$ cat src/rtl/led_sequencer.sv
// Two-byte UART command parser driving five LEDs (set/clear/toggle/blink),
// with a single-entry response slot toward the transmitter and a sticky drop flag.

module led_lane (
  input  logic       clk,
  input  logic       reset,
  input  logic       i_exec,
  input  logic       i_sel,
  input  logic [1:0] i_op,
  input  logic       i_phase_nxt,
  output logic       o_led
);
  localparam logic [1:0] OP_S = 2'd0;
  localparam logic [1:0] OP_C = 2'd1;
  localparam logic [1:0] OP_T = 2'd2;
  localparam logic [1:0] OP_B = 2'd3;

  logic r_state, r_blink, r_led;
  logic w_state_nxt, w_blink_nxt;

  always_comb begin
    w_state_nxt = r_state;
    w_blink_nxt = r_blink;
    if (i_exec && i_sel) begin
      case (i_op)
        OP_S: begin w_state_nxt = 1'b1;     w_blink_nxt = 1'b0; end
        OP_C: begin w_state_nxt = 1'b0;     w_blink_nxt = 1'b0; end
        OP_T: begin w_state_nxt = ~r_state; w_blink_nxt = 1'b0; end
        OP_B: begin                         w_blink_nxt = 1'b1; end
      endcase
    end
  end

  // LED register is fed from next-state values so a command shows one cycle after its arg byte
  always_ff @(posedge clk) begin
    if (!reset) begin
      r_state <= 1'b0;
      r_blink <= 1'b0;
      r_led   <= 1'b0;
    end else begin
      r_state <= w_state_nxt;
      r_blink <= w_blink_nxt;
      r_led   <= w_blink_nxt ? i_phase_nxt : w_state_nxt;
    end
  end

  assign o_led = r_led;
endmodule

module led_sequencer #(
  parameter int BLINK_DIV = 12000000
) (
  input  logic       clk,
  input  logic       reset,
  input  logic [7:0] data,
  input  logic       ready,
  output logic [0:4] leds,
  output logic [7:0] tx_data,
  output logic       tx_valid,
  input  logic       tx_ready,
  output logic       drop
);
  localparam int          NUM_LEDS = 5;
  localparam logic [23:0] CNT_MAX  = 24'(BLINK_DIV - 1);
  localparam logic [7:0]  RESP_K   = 8'h4B;
  localparam logic [7:0]  RESP_E   = 8'h45;

  typedef enum logic {S_IDLE, S_ARG} fsm_t;

  fsm_t        r_fsm, w_fsm_nxt;
  logic [1:0]  r_op, w_op_nxt;
  logic [23:0] r_cnt;
  logic        r_phase;
  logic        w_cnt_wrap, w_phase_nxt;
  logic        w_is_op, w_is_ws, w_is_arg;
  logic [1:0]  w_op_code;
  logic [0:4]  w_sel;
  logic        w_exec, w_resp;
  logic [7:0]  w_resp_byte;
  logic [7:0]  r_tx_data;
  logic        r_tx_valid, r_drop;

  always_comb begin
    w_is_op   = 1'b1;
    w_op_code = 2'd0;
    case (data)
      8'h53:   w_op_code = 2'd0;
      8'h43:   w_op_code = 2'd1;
      8'h54:   w_op_code = 2'd2;
      8'h42:   w_op_code = 2'd3;
      default: w_is_op   = 1'b0;
    endcase
    w_is_ws  = (data == 8'h0D) || (data == 8'h0A) || (data == 8'h20);
    w_is_arg = (data >= 8'h30) && (data <= 8'h35);
    for (int i = 0; i < NUM_LEDS; i++)
      w_sel[i] = (data == 8'h30) || (data == 8'(8'h31 + i));
  end

  always_comb begin
    w_fsm_nxt   = r_fsm;
    w_op_nxt    = r_op;
    w_exec      = 1'b0;
    w_resp      = 1'b0;
    w_resp_byte = RESP_K;
    if (ready) begin
      case (r_fsm)
        S_IDLE: begin
          if (w_is_op) begin
            w_fsm_nxt = S_ARG;
            w_op_nxt  = w_op_code;
          end else if (!w_is_ws) begin
            w_resp      = 1'b1;
            w_resp_byte = RESP_E;
          end
        end
        S_ARG: begin
          w_fsm_nxt = S_IDLE;
          w_resp    = 1'b1;
          if (w_is_arg) w_exec = 1'b1;
          else          w_resp_byte = RESP_E;
        end
      endcase
    end
  end

  always_ff @(posedge clk) begin
    if (!reset) begin
      r_fsm <= S_IDLE;
      r_op  <= 2'd0;
    end else begin
      r_fsm <= w_fsm_nxt;
      r_op  <= w_op_nxt;
    end
  end

  assign w_cnt_wrap  = (r_cnt == CNT_MAX);
  assign w_phase_nxt = r_phase ^ w_cnt_wrap;

  always_ff @(posedge clk) begin
    if (!reset) begin
      r_cnt   <= 24'd0;
      r_phase <= 1'b0;
    end else begin
      r_cnt   <= w_cnt_wrap ? 24'd0 : r_cnt + 24'd1;
      r_phase <= w_phase_nxt;
    end
  end

  for (genvar gi = 0; gi < NUM_LEDS; gi++) begin : g_lane
    led_lane u_lane (
      .clk        (clk),
      .reset      (reset),
      .i_exec     (w_exec),
      .i_sel      (w_sel[gi]),
      .i_op       (r_op),
      .i_phase_nxt(w_phase_nxt),
      .o_led      (leds[gi])
    );
  end

  // Single response slot: a handshake frees it in the same cycle a new response may load
  always_ff @(posedge clk) begin
    if (!reset) begin
      r_tx_valid <= 1'b0;
      r_tx_data  <= 8'h00;
      r_drop     <= 1'b0;
    end else if (r_tx_valid && !tx_ready) begin
      if (w_resp) r_drop <= 1'b1;
    end else if (w_resp) begin
      r_tx_valid <= 1'b1;
      r_tx_data  <= w_resp_byte;
    end else begin
      r_tx_valid <= 1'b0;
    end
  end

  assign tx_valid = r_tx_valid;
  assign tx_data  = r_tx_data;
  assign drop     = r_drop;
endmodule

$ cat config.mk
export PLATFORM = sky130hd
export DESIGN_NAME = led_sequencer
export DESIGN_NICKNAME = d
export VERILOG_FILES = /design/src/rtl/led_sequencer.sv
export SDC_FILE = /design/constraint.sdc
export NUM_CORES = 1
export LEC_CHECK = 0
export CAP_MARGIN = 20
export CORE_ASPECT_RATIO = 1.2
export CORE_MARGIN = 8
export CORE_UTILIZATION = 50
export CTS_BUF_LIST = sky130_fd_sc_hd__clkbuf_8
export DETAILED_ROUTE_END_ITERATION = 12
export PLACE_DENSITY = 0.72
export SLEW_MARGIN = 20
export SYNTH_ARGS = -nofsm -noshare
export SYNTH_HDL_FRONTEND = slang
export SYNTH_SLANG_ARGS = --single-unit
$ cat constraint.sdc
create_clock -name clk -period 2.5 [get_ports clk]
set_input_delay 0.625 -clock clk [delete_from_list [all_inputs] [get_ports clk]]
set_output_delay 0.625 -clock clk [all_outputs]
set_load 0.005 [all_outputs]
==> run summary <==
The logs give 3550 µm for the half-perimeter wire length after detailed placement and 2130 µm for the length of routed wiring on met1. The worst reg-to-reg setup slack is 0.45 ns, and the die outline area is 0.00708 mm². Across the VDD grid, the largest voltage drop is 238 µV. The run finished with clean final reports. For the total setup buffers inserted after CTS, the log shows 0.

The relative slew slack came out at 59.5%. Summed over all layers, the global routing overflow is 0. The share of synthesized cell area in and, or, nand and nor gates works out to 28.7%.

The net count of the finished layout is 323. During synthesis, Yosys emitted a total of 0 warnings. Row generation in the floorplan step produced 27 rows.

The tools report the number of I/O pins as 27. The worst register-to-register path has a depth of 7. Most instantiated flip-flop cell in the synthesis netlist: sky130_fd_sc_hd__dfxtp_1. The routed design uses 194 µm of met3 wire. For this design the static power due to leakage is 0.000999 µW. Of the cells placed in the final design, the portion with a size suffix greater than 1 is 11.9%. After routing, the total negative slack on setup checks comes to 0 ns. The startpoint identified for the worst register-to-register timing path is r_cnt[0]$_SDFF_PP0_. Number of stages on the worst hold path: 1.

The average detailed-routed wire length per instance came out at 12.9 µm. For this run, the total global-route usage over all layers was measured as 14.4%. The area added between synthesis and finish was 20.0%.

The final hold violation count was 0; the die width was 78.2 µm. After synthesis, the largest family of logic cells by area is simple AND/OR/NAND/NOR gates. TritonCTS built the clock tree. The post-synthesis area per instance works out to 8.43 µm². Number of antenna violations at the first check in global routing: 0.

The max-cap check violation count was 0; the portion of the clock cycle consumed by the worst path in the final layout was 97.1%. At the worst endpoint, the arrival time is 2.63 ns. The most common cell after layout, fill and taps aside is sky130_fd_sc_hd__dfxtp_1.

The number of gates resized after CTS was 0. The post-route minimum period was 2.43 ns; the wire length of the first global-routing pass was 8500 µm. After detailed placement, the design holds a cell count of 361. The worst register-to-register path ends at g_lane[2].u_lane.o_led$_SDFF_PN0_.

The parity-gate share of the synthesized area counting xor and xnor cells is 9.07%, and the filler cell count in the final layout is 403. The proportion of register bits with asynchronous set or reset after synthesis came out at 0%. Measured along the y axis, the die boundary spans 90.6 µm. In this run the number of H-tree levels came out at 2.

The compound-gate portion of the synthesized area came out at 12.6%. The worst setup path is of the in -> reg kind. Detailed routing inserted a total of 1935 vias.

The run gives 0.843 as the weighted congestion at the end of routability-driven global placement. For this run, the number of standard cells in the final layout without fillers is 369. The post-cts hold buffer count came out at 0.

The worst hold path begins at r_cnt[0]$_SDFF_PP0_. The largest driver fanout on the critical path was 5; the critical path required time was 2.70 ns. Synthesis instantiated 53 different standard cells from the library. The routed design uses 2350 µm of met2 wire.

The setup slack after placement is -0.255 ns, and the via count of the first global-routing pass is 1891. Setup repair after global routing left no endpoint under its margin. Setup violations remaining at the end of the flow were counted as 0. The run gives 0 as the remaining antenna violation count. The total number of clock tree sinks was 48; the clock-pin slew on the worst setup and hold paths was 0.09 ns. The worst setup path is captured at a register. After synthesis, flip-flops and latches occupy 41.4% of the total area. The number of slew-limit violations in the final report was 0. Measured against the total synthesized area, the mux share comes to 1.73%. The post-synthesis register bit count is 48, and the area used by sequential logic in the layout is 961 µm². The worst path meets setup with 0.0714 ns of slack.

For the final database, setup skew stands at 0.0123 ns. Summing every instance area after synthesis gives 0.00232 mm². The library cells used most frequently in the layout, excluding fill and tap cells, are sky130_fd_sc_hd__dfxtp_1 (48), sky130_fd_sc_hd__nor2_1 (36), sky130_fd_sc_hd__nand2_1 (25). The detailed router finished its first iteration with 51 violations. The routed design has 4760 µm of wire.

The first detailed-routing pass took 4 iterations. In the routed design, unresolved DRC markers number 0. Timing would allow up to 0.412 GHz. TritonCTS created 5 clock buffers. Final hold analysis gives a worst-case slack of 0.456 ns. The buffer type at the clock tree root was sky130_fd_sc_hd__clkbuf_8. The post-synthesis adder-cell area fraction was 0.540%; the number of buffers inserted by port buffering was 23. In this run the worst hold path is classified as reg -> reg.

The area of combinational cells with multiple inputs is 0.00123 mm², and the area of the core is 0.00453 mm². The power density over the cells was 488 mW/mm²; the worst-case clock buffer depth was 2. The number of enable-type register cells in the synthesized netlist was 0. The run gives 15 as the maximum number of pins on one net before global-route repair. The design draws 1360 µW.

The run gives 275 as the number of standard cells after synthesis. The tools report the category of the worst setup path launch point as a primary input. Signal routing reaches up to met4. The post-detailed-route via-to-cell ratio was 5.24; the pin slew with the least headroom to its limit was 0.602 ns.

For the worst-skew pair later-pin latency, the log shows 0.30 ns. The worst hold path terminates at r_cnt[0]$_SDFF_PP0_. The number of diodes added for antenna fixing is 0, and the initial standard-cell utilization of the core is 51.2%.
==> stage by stage <==
step | utilization [%] | instance area [µm²]
2_1_floorplan | - | 2330
3_3_place_gp | 59.4 | 2690
3_5_place_dp | 59.4 | 2690
4_1_cts | 61.4 | 2780
5_1_grt | 61.4 | 2780
6_report | 61.4 | 2780
==> registers in the layout (all words and copies together) (netlist names) <==
signal / count
drop: 1
r_fsm: 1
tx_valid: 1
r_phase: 1
g_lane.u_lane.r_blink: 5
g_lane.u_lane.o_led: 5
r_cnt: 24
g_lane.u_lane.r_state: 5
tx_data: 3
r_op: 2
==> critical path: stages <==
cell                              delay, ns
sky130_fd_sc_hd__clkdlybuf4s50_1       0.46
sky130_fd_sc_hd__or3b_1                0.37
sky130_fd_sc_hd__or4_4                 0.53
sky130_fd_sc_hd__or2_4                 0.28
sky130_fd_sc_hd__o21a_1                0.11
sky130_fd_sc_hd__o221a_2               0.26
==> worst max-delay path by stage <==
stage                        from                                end  slack (ns)
after floorplan           data[7]  g_lane[1].u_lane.o_led$_SDFF_PN0_        0.25
after global placement    data[4]  g_lane[1].u_lane.o_led$_SDFF_PN0_       -0.23
after detailed placement  data[4]  g_lane[1].u_lane.o_led$_SDFF_PN0_       -0.25
after CTS                 data[4]  g_lane[1].u_lane.o_led$_SDFF_PN0_        0.07
after global routing      data[4]  g_lane[1].u_lane.o_led$_SDFF_PN0_        0.02
final                     data[4]  g_lane[1].u_lane.o_led$_SDFF_PN0_        0.07
==> Yosys cell counts (2+ instances only) <==
cell	number	area [µm²]
sky130_fd_sc_hd__a21o_1	2	15.0
sky130_fd_sc_hd__a21oi_1	17	85.1
sky130_fd_sc_hd__a22oi_1	2	15.0
sky130_fd_sc_hd__and2_1	2	12.5
sky130_fd_sc_hd__and3_1	3	18.8
sky130_fd_sc_hd__buf_4	10	75.1
sky130_fd_sc_hd__clkbuf_1	10	37.5
sky130_fd_sc_hd__dfxtp_1	48	961
sky130_fd_sc_hd__inv_1	5	18.8
sky130_fd_sc_hd__mux2i_1	4	40.0
sky130_fd_sc_hd__nand2_1	25	93.8
sky130_fd_sc_hd__nand2b_1	6	37.5
sky130_fd_sc_hd__nand3_1	12	60.1
sky130_fd_sc_hd__nand4_1	5	31.3
sky130_fd_sc_hd__nor2_1	36	135
sky130_fd_sc_hd__nor2b_1	5	31.3
sky130_fd_sc_hd__nor3_1	6	30.0
sky130_fd_sc_hd__nor3b_1	3	22.5
sky130_fd_sc_hd__nor4_1	9	56.3
sky130_fd_sc_hd__o21a_1	2	15.0
sky130_fd_sc_hd__o21ai_0	6	30.0
sky130_fd_sc_hd__or3_1	3	18.8
sky130_fd_sc_hd__or4_1	2	15.0
sky130_fd_sc_hd__xnor2_1	15	131
sky130_fd_sc_hd__xor2_1	9	78.8
==> logic make-up after synthesis <==
kind of cell | Yosys count
AND/OR/NAND/NOR | 128
flip-flops | 48
AO/OA/AOI/OAI | 43
buffers and inverters | 26
XOR/XNOR | 24
multiplexers | 4
adder cells (fa/ha/maj) | 1
other | 1
==> layer usage <==
layer  vias up  global-route usage [%]
met3        12                    3.78
met4         0                    5.26
met2        38                    24.0
met5         -                       0
li1       1014                       -
met1       871                    17.0
==> power by group <==
part           switching, µW  internal, µW  leakage, µW  total [µW]
sequential              5.59           772     0.000388         778
combinational           50.0          56.3     0.000560         106
clock                    253           221    0.0000510         474
==> cell type report <==
class                           instances  area share, %
Inverter                                6          0.810
Tap cell                               58           2.61
Clock buffer                            6           2.97
Clock inverter                          2          0.360
Timing Repair Buffer                   46           14.5
Multi-Input combinational cell        203           44.2
Sequential cell                        48           34.5
(Power assumes the default switching activity.)
